`config.mk`:
```
export PLATFORM = sky130hd
export DESIGN_NAME = scope_acq_flat
export DESIGN_NICKNAME = d
export VERILOG_FILES = /design/src/rtl/scope_pkg.sv /design/src/rtl/axi4_stream_if.sv /design/src/rtl/scope_acq.sv /design/src/flat_wrapper.sv
export SDC_FILE = /design/constraint.sdc
export NUM_CORES = 1
export LEC_CHECK = 0
export ABC_AREA = 1
export ABC_CLOCK_PERIOD_IN_PS = 3100
export BUFFER_PORTS_ARGS = -buffer_cell sky130_fd_sc_hd__buf_2
export CORE_ASPECT_RATIO = 0.8
export CORE_MARGIN = 2
export CORE_UTILIZATION = 35
export CTS_CLUSTER_SIZE = 14
export DETAILED_ROUTE_END_ITERATION = 12
export PLACE_DENSITY_LB_ADDON = 0.12
export SYNTH_ARGS = -nofsm -noshare
export SYNTH_HDL_FRONTEND = slang
export SYNTH_SLANG_ARGS = --single-unit
```
`constraint.sdc`:
```
create_clock -name clk -period 3.1 [get_ports clk]
set_clock_uncertainty 0.1 [all_clocks]
set_input_delay 0.62 -clock clk [delete_from_list [all_inputs] [get_ports clk]]
set_output_delay 0.62 -clock clk [all_outputs]
set_load 0.01 [all_outputs]
```
`src/rtl/scope_pkg.sv`:
```
// Shared types for the scope acquisition block.
package scope_pkg;

   // Acquisition FSM states
   typedef enum logic [1:0] {
      StIdle,
      StPre,
      StArm,
      StPost
   } scope_st_e;

endpackage

```
`src/rtl/axi4_stream_if.sv`:
```
// AXI4-Stream bundle; modport s drives a stream, modport d consumes one.
interface axi4_stream_if #(
   parameter int unsigned DN = 1,
   parameter type         DT = logic signed [16-1:0]
);

   logic          TVALID;
   logic          TREADY;
   DT [DN-1:0]    TDATA;
   logic [DN-1:0] TKEEP;
   logic          TLAST;

   modport s (output TVALID, output TDATA, output TKEEP, output TLAST, input TREADY);
   modport d (input TVALID, input TDATA, input TKEEP, input TLAST, output TREADY);

endinterface

```
`src/rtl/scope_acq.sv`:
```
// Triggered record acquisition on a sample stream: collects cfg_pre pre-trigger beats,
// waits for a qualified trigger, then emits cfg_pst further beats and closes the record
// with TLAST. Optional macro SCOPE_ACQ_TS_EN adds a beat timestamp latched on trigger.
module scope_acq
   import scope_pkg::*;
#(
   parameter int unsigned DN = 1,
   parameter type         DT = logic signed [16-1:0],
   parameter int unsigned CW = 32
) (
   input  logic            clk,
   input  logic            rst,
   input  logic            ctl_rst,
   input  logic            ctl_acq,
   input  logic            ctl_stp,
   input  logic            cfg_con,
   input  logic [CW-1:0]   cfg_pre,
   input  logic [CW-1:0]   cfg_pst,
   input  logic            trg,
   output logic            sts_acq,
   output logic            sts_trg,
   output logic [CW-1:0]   sts_pre,
   output logic [CW-1:0]   sts_pst,
`ifdef SCOPE_ACQ_TS_EN
   output logic [2*CW-1:0] sts_tsp,
`endif
   axi4_stream_if.d        sti,
   axi4_stream_if.s        sto
);

   scope_st_e     state_q, state_d;
   logic [CW-1:0] pre_q, pre_d, pst_q, pst_d;
   logic [CW-1:0] pre_inc, pst_inc;
   logic          sti_rdy, sti_acc;
   logic          trg_beat, last_beat;
   logic          tvalid_q, tlast_q;
   DT [DN-1:0]    tdata_q;
   logic [DN-1:0] tkeep_q;
   logic          unused_sti_tlast;

   // Records are framed locally; the upstream TLAST carries no meaning here
   assign unused_sti_tlast = sti.TLAST;

   // Input is accepted whenever the single output slot is free or draining
   assign sti_rdy    = sto.TREADY | ~tvalid_q;
   assign sti.TREADY = sti_rdy;
   assign sti_acc    = sti.TVALID & sti_rdy;

   assign pre_inc = (pre_q == '1) ? pre_q : pre_q + CW'(1);
   assign pst_inc = pst_q + CW'(1);

   // The trigger beat itself is not counted as a pre-trigger beat
   assign trg_beat  = sti_acc & (state_q == StArm) & trg;
   assign last_beat = (trg_beat & (cfg_pst == '0)) |
                      (sti_acc & (state_q == StPost) & (pst_inc == cfg_pst));

   // State register
   always_ff @(posedge clk or posedge rst) begin
      if (rst) begin
         state_q <= StIdle;
      end else begin
         state_q <= state_d;
      end
   end

   // Next-state logic; soft reset and stop take priority over everything else
   always_comb begin
      state_d = state_q;
      if (ctl_rst || ctl_stp) begin
         state_d = StIdle;
      end else begin
         case (state_q)
            StIdle: if (ctl_acq) state_d = StPre;
            StPre: begin
               if ((cfg_pre == '0) || (sti_acc && (pre_inc >= cfg_pre))) state_d = StArm;
            end
            StArm, StPost: begin
               if (last_beat)     state_d = cfg_con ? StPre : StIdle;
               else if (trg_beat) state_d = StPost;
            end
            default: state_d = StIdle;
         endcase
      end
   end

   // Status outputs decoded from the state
   always_comb begin
      sts_acq = (state_q != StIdle);
      sts_trg = (state_q == StPost);
   end

   // Counter next-state; a stop cycle freezes the counters
   always_comb begin
      pre_d = pre_q;
      pst_d = pst_q;
      if (ctl_rst) begin
         pre_d = '0;
         pst_d = '0;
      end else if (!ctl_stp) begin
         case (state_q)
            StIdle: begin
               if (ctl_acq) begin
                  pre_d = '0;
                  pst_d = '0;
               end
            end
            StPre: if (sti_acc) pre_d = pre_inc;
            StArm: begin
               if (trg_beat)     pst_d = '0;
               else if (sti_acc) pre_d = pre_inc;
            end
            StPost: if (sti_acc) pst_d = pst_inc;
            default: ;
         endcase
         // Continuous mode restarts the next record from cleared counters
         if (last_beat && cfg_con) begin
            pre_d = '0;
            pst_d = '0;
         end
      end
   end

   // Counter registers
   always_ff @(posedge clk or posedge rst) begin
      if (rst) begin
         pre_q <= '0;
         pst_q <= '0;
      end else begin
         pre_q <= pre_d;
         pst_q <= pst_d;
      end
   end

   assign sts_pre = pre_q;
   assign sts_pst = pst_q;

   // Output slot control: load on accept (visible only outside idle), clear on drain
   always_ff @(posedge clk or posedge rst) begin
      if (rst) begin
         tvalid_q <= 1'b0;
         tlast_q  <= 1'b0;
      end else if (ctl_rst) begin
         tvalid_q <= 1'b0;
         tlast_q  <= 1'b0;
      end else if (sti_acc) begin
         tvalid_q <= (state_q != StIdle);
         tlast_q  <= last_beat & ~ctl_stp;
      end else if (sto.TREADY) begin
         tvalid_q <= 1'b0;
         tlast_q  <= 1'b0;
      end
   end

   // Output payload, deliberately left without reset
   always_ff @(posedge clk) begin
      if (sti_acc) begin
         tdata_q <= sti.TDATA;
         tkeep_q <= sti.TKEEP;
      end
   end

   assign sto.TVALID = tvalid_q;
   assign sto.TLAST  = tlast_q;
   assign sto.TDATA  = tdata_q;
   assign sto.TKEEP  = tkeep_q;

`ifdef SCOPE_ACQ_TS_EN
   logic [2*CW-1:0] ts_q, tsp_q;

   // Free-running accepted-beat counter and its snapshot on the trigger beat
   always_ff @(posedge clk or posedge rst) begin
      if (rst) begin
         ts_q  <= '0;
         tsp_q <= '0;
      end else if (ctl_rst) begin
         ts_q  <= '0;
         tsp_q <= '0;
      end else begin
         if (sti_acc)              ts_q  <= ts_q + (2*CW)'(1);
         if (trg_beat && !ctl_stp) tsp_q <= ts_q;
      end
   end

   assign sts_tsp = tsp_q;
`endif

endmodule
```
`src/flat_wrapper.sv`:
```
// flat-port wrapper written by rule: the top's interface ports become plain ports
module scope_acq_flat import scope_pkg::*;
#(
   parameter int unsigned DN = 1,
   parameter type         DT = logic signed [16-1:0],
   parameter int unsigned CW = 32
)
  (clk, rst, ctl_rst, ctl_acq, ctl_stp, cfg_con, cfg_pre, cfg_pst, trg, sts_acq, sts_trg, sts_pre, sts_pst, sti_TVALID, sti_TDATA, sti_TKEEP, sti_TLAST, sti_TREADY, sto_TVALID, sto_TDATA, sto_TKEEP, sto_TLAST, sto_TREADY);
  axi4_stream_if #(.DN(DN), .DT(DT)) sti_i ();
  axi4_stream_if #(.DN(DN), .DT(DT)) sto_i ();
  input  logic clk;
  input  logic rst;
  input  logic ctl_rst;
  input  logic ctl_acq;
  input  logic ctl_stp;
  input  logic cfg_con;
  input  logic [CW-1:0] cfg_pre;
  input  logic [CW-1:0] cfg_pst;
  input  logic trg;
  output logic sts_acq;
  output logic sts_trg;
  output logic [CW-1:0] sts_pre;
  output logic [CW-1:0] sts_pst;
  input wire logic [$bits(sti_i.TVALID)-1:0] sti_TVALID;
  input wire logic [$bits(sti_i.TDATA)-1:0] sti_TDATA;
  input wire logic [$bits(sti_i.TKEEP)-1:0] sti_TKEEP;
  input wire logic [$bits(sti_i.TLAST)-1:0] sti_TLAST;
  output wire logic [$bits(sti_i.TREADY)-1:0] sti_TREADY;
  output wire logic [$bits(sto_i.TVALID)-1:0] sto_TVALID;
  output wire logic [$bits(sto_i.TDATA)-1:0] sto_TDATA;
  output wire logic [$bits(sto_i.TKEEP)-1:0] sto_TKEEP;
  output wire logic [$bits(sto_i.TLAST)-1:0] sto_TLAST;
  input wire logic [$bits(sto_i.TREADY)-1:0] sto_TREADY;
  assign sti_i.TVALID = sti_TVALID;
  assign sti_i.TDATA = sti_TDATA;
  assign sti_i.TKEEP = sti_TKEEP;
  assign sti_i.TLAST = sti_TLAST;
  assign sti_TREADY = sti_i.TREADY;
  assign sto_TVALID = sto_i.TVALID;
  assign sto_TDATA = sto_i.TDATA;
  assign sto_TKEEP = sto_i.TKEEP;
  assign sto_TLAST = sto_i.TLAST;
  assign sto_i.TREADY = sto_TREADY;
  scope_acq #(.DN(DN), .DT(DT), .CW(CW)) u_core (.clk(clk), .rst(rst), .ctl_rst(ctl_rst), .ctl_acq(ctl_acq), .ctl_stp(ctl_stp), .cfg_con(cfg_con), .cfg_pre(cfg_pre), .cfg_pst(cfg_pst), .trg(trg), .sts_acq(sts_acq), .sts_trg(sts_trg), .sts_pre(sts_pre), .sts_pst(sts_pst), .sti(sti_i), .sto(sto_i));
endmodule
```
==> impl_metrics.json <==
{
  "violations": "negative setup slack",
  "grt_usage_pct": 24.9,
  "insertedDiodeCount": 0,
  "ant_nets": 0,
  "cts_tree": "yes",
  "clockRootBuffer": "clkbuf_16",
  "setup_viol": 58,
  "clock-sinks": 85,
  "stdcell_area_um2": 12300,
  "max_stage_delay_ns": 0.37,
  "async_reset_ff_share_pct": 80.0,
  "start_util_pct": 35.4,
  "cts.path.max_buffers": 2,
  "status": "complete, but fails checks",
  "required_ns": 3.28,
  "via_per_inst": 5.06,
  "period_needed_ns": 3.40,
  "seq_area_frac_synth_pct": 29.2,
  "internal_power_mw": 2.12,
  "synth_top_cells_by_area": "dfrtp_1 22%, nand2_1 21%, nand3_1 9.1%, inv_1 7.2%, nor2_1 7.1%",
  "synth_top_area_share_pct": 22.5,
  "power_switching_share_pct": 31.6,
  "clockPowerShare_pct": 37.4,
  "yosysUniqueCellTypes": 42,
  "layout_setup_ws_ns": -0.296,
  "synth_cells": 1187,
  "cp_slowest_cell": "dfrtp_2",
  "die_area_um2": 22800,
  "ctsHoldBuffers": 0,
  "nets": 1725,
  "synth_edf_count": 17,
  "htreeDepth": 3,
  "place_congestion": 0.912,
  "clk_pin_slew_worst_paths_ns": 0.08,
  "leakagePower_nw": 6.43,
  "critPathLaunchType": "flop",
  "crit_start": "u_core.sts_pre[2]",
  "clock_latency_ns": 0.36,
  "drive_gt1_share_pct": 42.7,
  "cp_cell_sequence": "inv_2 -> nor3_4 -> nand2_2 -> nor2_4 -> nand3_2 -> nor2_2 -> nand3_2 -> nand4_1 -> nor2_4 -> nand3_4 -> xor2_4 -> ha_4 -> a21oi_2 -> o21ai_1 -> nand2_1 -> o211ai_1 -> a21oi_1 -> buf_4 -> nand3_2 -> nand2_2 -> o2111ai_2 -> nand3_2 -> nand2_1 -> o21ai_1",
  "p_switching_mw": 0.978,
  "netlist_area_um2": 7570,
  "seqPwrFrac_pct": 37.8,
  "drtIter0Drc": 731,
  "period_share_pct": 110,
  "power.total_mw": 3.10,
  "coreArea_um2": 21400,
  "path_common_cell": "nand3_2",
  "worst_pin_slew_ns": 0.698,
  "grt_overflow": 0,
  "vdd_drop_max_uv": 205,
  "hold_violations": 0,
  "slew_viol_final": 0,
  "die_y_um": 136,
  "cts_buffers": 9,
  "io_buffers": 175,
  "synth_seq_cells": 85,
  "wl_per_cell_um": 16.7,
  "multi_input_area_um2": 5710,
  "hp-class": "in -> async",
  "cp_max_fo": 4,
  "rsz0062_at_grt": "true",
  "final-seq-area_um2": 2220,
  "share_comb_of_total_power_pct": 24.8,
  "num_vias": 9496,
  "grt_pass1_wl_um": 44400,
  "cp_data_arrival_time_ns": 3.58,
  "syn_nets": 1316,
  "timing.slew.headroom_pct": 53.4,
  "fmax_mhz": 294,
  "pre_cts_ws_ns": -0.420,
  "post-synth-top-area-cell": "dfrtp_1",
  "syn_avg_cell_area_um2": 6.38,
  "firstDrtPassIters": 6,
  "grt_antenna_before_repair": 0,
  "yosysWarningCount": 0,
  "power_density_nw_per_um2": 251,
  "fin_util_pct": 57.7,
  "synth_ff_type": "dfrtp_1",
  "placed_cell_area_um2": 10100,
  "wirelength_um": 31400,
  "endpoint_kind": "flop",
  "fillerInstances": 2061,
  "worstSetupPathType": "reg -> reg",
  "drcViolationCount": 0,
  "grt_pass1_vias": 8311,
  "timing.rr.start": "u_core.sts_pre[2]",
  "dp_hpwl_um": 21500,
  "grt_start_max_net_pins": 33,
  "die_w_um": 168,
  "rows": 48,
  "maxCapViolCount": 0,
  "io_pins": 177,
  "syn_to_final_growth_pct": 62.8
}
timing repair:
| item | 4_1_cts | 5_1_grt |
|---|---|---|
| cloned | 3 | 11 |
| buffers inserted | 24 | 24 |
| gates resized for setup | 71 | 219 |
| pin swaps | 34 | 93 |
| endpoints found under the setup margin | 66 | 66 |
final timing paths:
check                                  endpoint  slack (ns)  cells after the start
setup / recovery              u_core.state_q[0]       -0.30                     24
hold / removal               u_core.sts_pst[18]        0.27                      2
setup reg to reg              u_core.state_q[0]       -0.30                     24
hold reg to reg                u_core.sto.TLAST        0.44                      2
max in group asynchronous     u_core.sts_pst[1]        1.97                      3
min in group clk           u_core.sto.TDATA[13]        0.34                      1
cell usage after synthesis (2+ instances only):
library cell / instances
edfxtp_1: 17
xor3_1: 2
nor2_2: 3
nor2_4: 5
o21bai_1: 2
or2_2: 2
nor2_1: 143
nand2_2: 10
nor2_8: 2
xnor2_1: 7
nand3_1: 138
buf_4: 3
ha_1: 38
nand2_1: 419
clkbuf_1: 4
nor4_1: 24
inv_1: 145
nor3_1: 20
buf_2: 11
xor2_1: 23
nand4_1: 22
a21oi_1: 30
and2_1: 3
buf_6: 11
o21ai_0: 10
dfrtp_1: 68
o21ai_1: 2
nand3b_1: 9
kinds of logic after synthesis:
kind of cell             count (synthesis)  share of synthesized area [%]
AO/OA/AOI/OAI                           51                           3.72
adder cells (fa/ha/maj)                 38                           6.28
XOR/XNOR                                33                           4.39
AND/OR/NAND/NOR                        804                           46.3
buffers and inverters                  176                           10.1
flip-flops                              85                           29.2
layout by cell type (no fill, tap or decap), types with 14 or more instances in the layout:
cell and n:
nor2_4 17, buf_4 215, nand3_2 44, nand2_2 68, buf_2 176, dfrtp_1 61
nor2_2 17, edfxtp_1 17, ha_1 28, a21oi_1 26, xor2_1 14, inv_1 136
buf_12 14, nor2_1 117, nor4_1 20, nand4_1 22, clkbuf_16 18, nand2_4 22
nand2_1 337, nand3_1 90
worst max-delay path: cells and delay by family (launching register included):
kind	cells	cell delay, ns
DFF	1	0.37
AOI/OAI and AO/OA	6	0.53
adders and majority gates	1	0.23
and+or+nand+nor	14	1.62
buffers and inverters	2	0.22
xor gates and xnor gates	1	0.21
metal layers:
layer | track usage [%] | share of wire, %
met2 | 35.3 | 41
met1 | 38.8 | 49
met4 | 5.12 | 1.5
met5 | 0 | 0
met3 | 4.53 | 8.6
state kept, by name, summed over array words and instances (netlist names):
| signal | count |
|---|---|
| u_core.sts_pre | 32 |
| u_core.sts_pst | 32 |
| u_core.sto.TDATA | 16 |
| u_core.state_q | 2 |
| u_core.sto.TKEEP | 1 |
| u_core.sto.TLAST | 1 |
| u_core.sto.TVALID | 1 |
through the flow:
stage               std cells  hold WS, ns  TNS (ns)
floorplan                1187        0.403    -0.173
global placement         1802        0.423     -9.29
detailed placement       1802        0.426     -9.89
CTS                      1844        0.296    -0.575
global route             1876        0.328    -12.08
finish                   1876        0.271     -2.43
area by class of cell:
| type | count | area share (%) |
|---|---|---|
| clock buffers | 9 | 1.83 |
| clock inverters | 7 | 0.599 |
| inverters | 147 | 4.51 |
| multi-input cells | 926 | 46.3 |
| flip-flops and latches | 85 | 18.0 |
| well taps | 275 | 2.79 |
| repair buffers | 427 | 25.9 |
power by group through the flow:
stage | registers (mW) | clock network [mW] | logic, mW
after floorplan | 1.20 | 0 | 0.253
after global placement | 1.19 | 0 | 0.470
after detailed placement | 1.19 | 0 | 0.475
after CTS | 1.17 | 1.18 | 0.558
after global routing | 1.17 | 1.22 | 0.814
final | 1.17 | 1.16 | 0.768
Note: power is estimated with default switching activity, not from simulation.
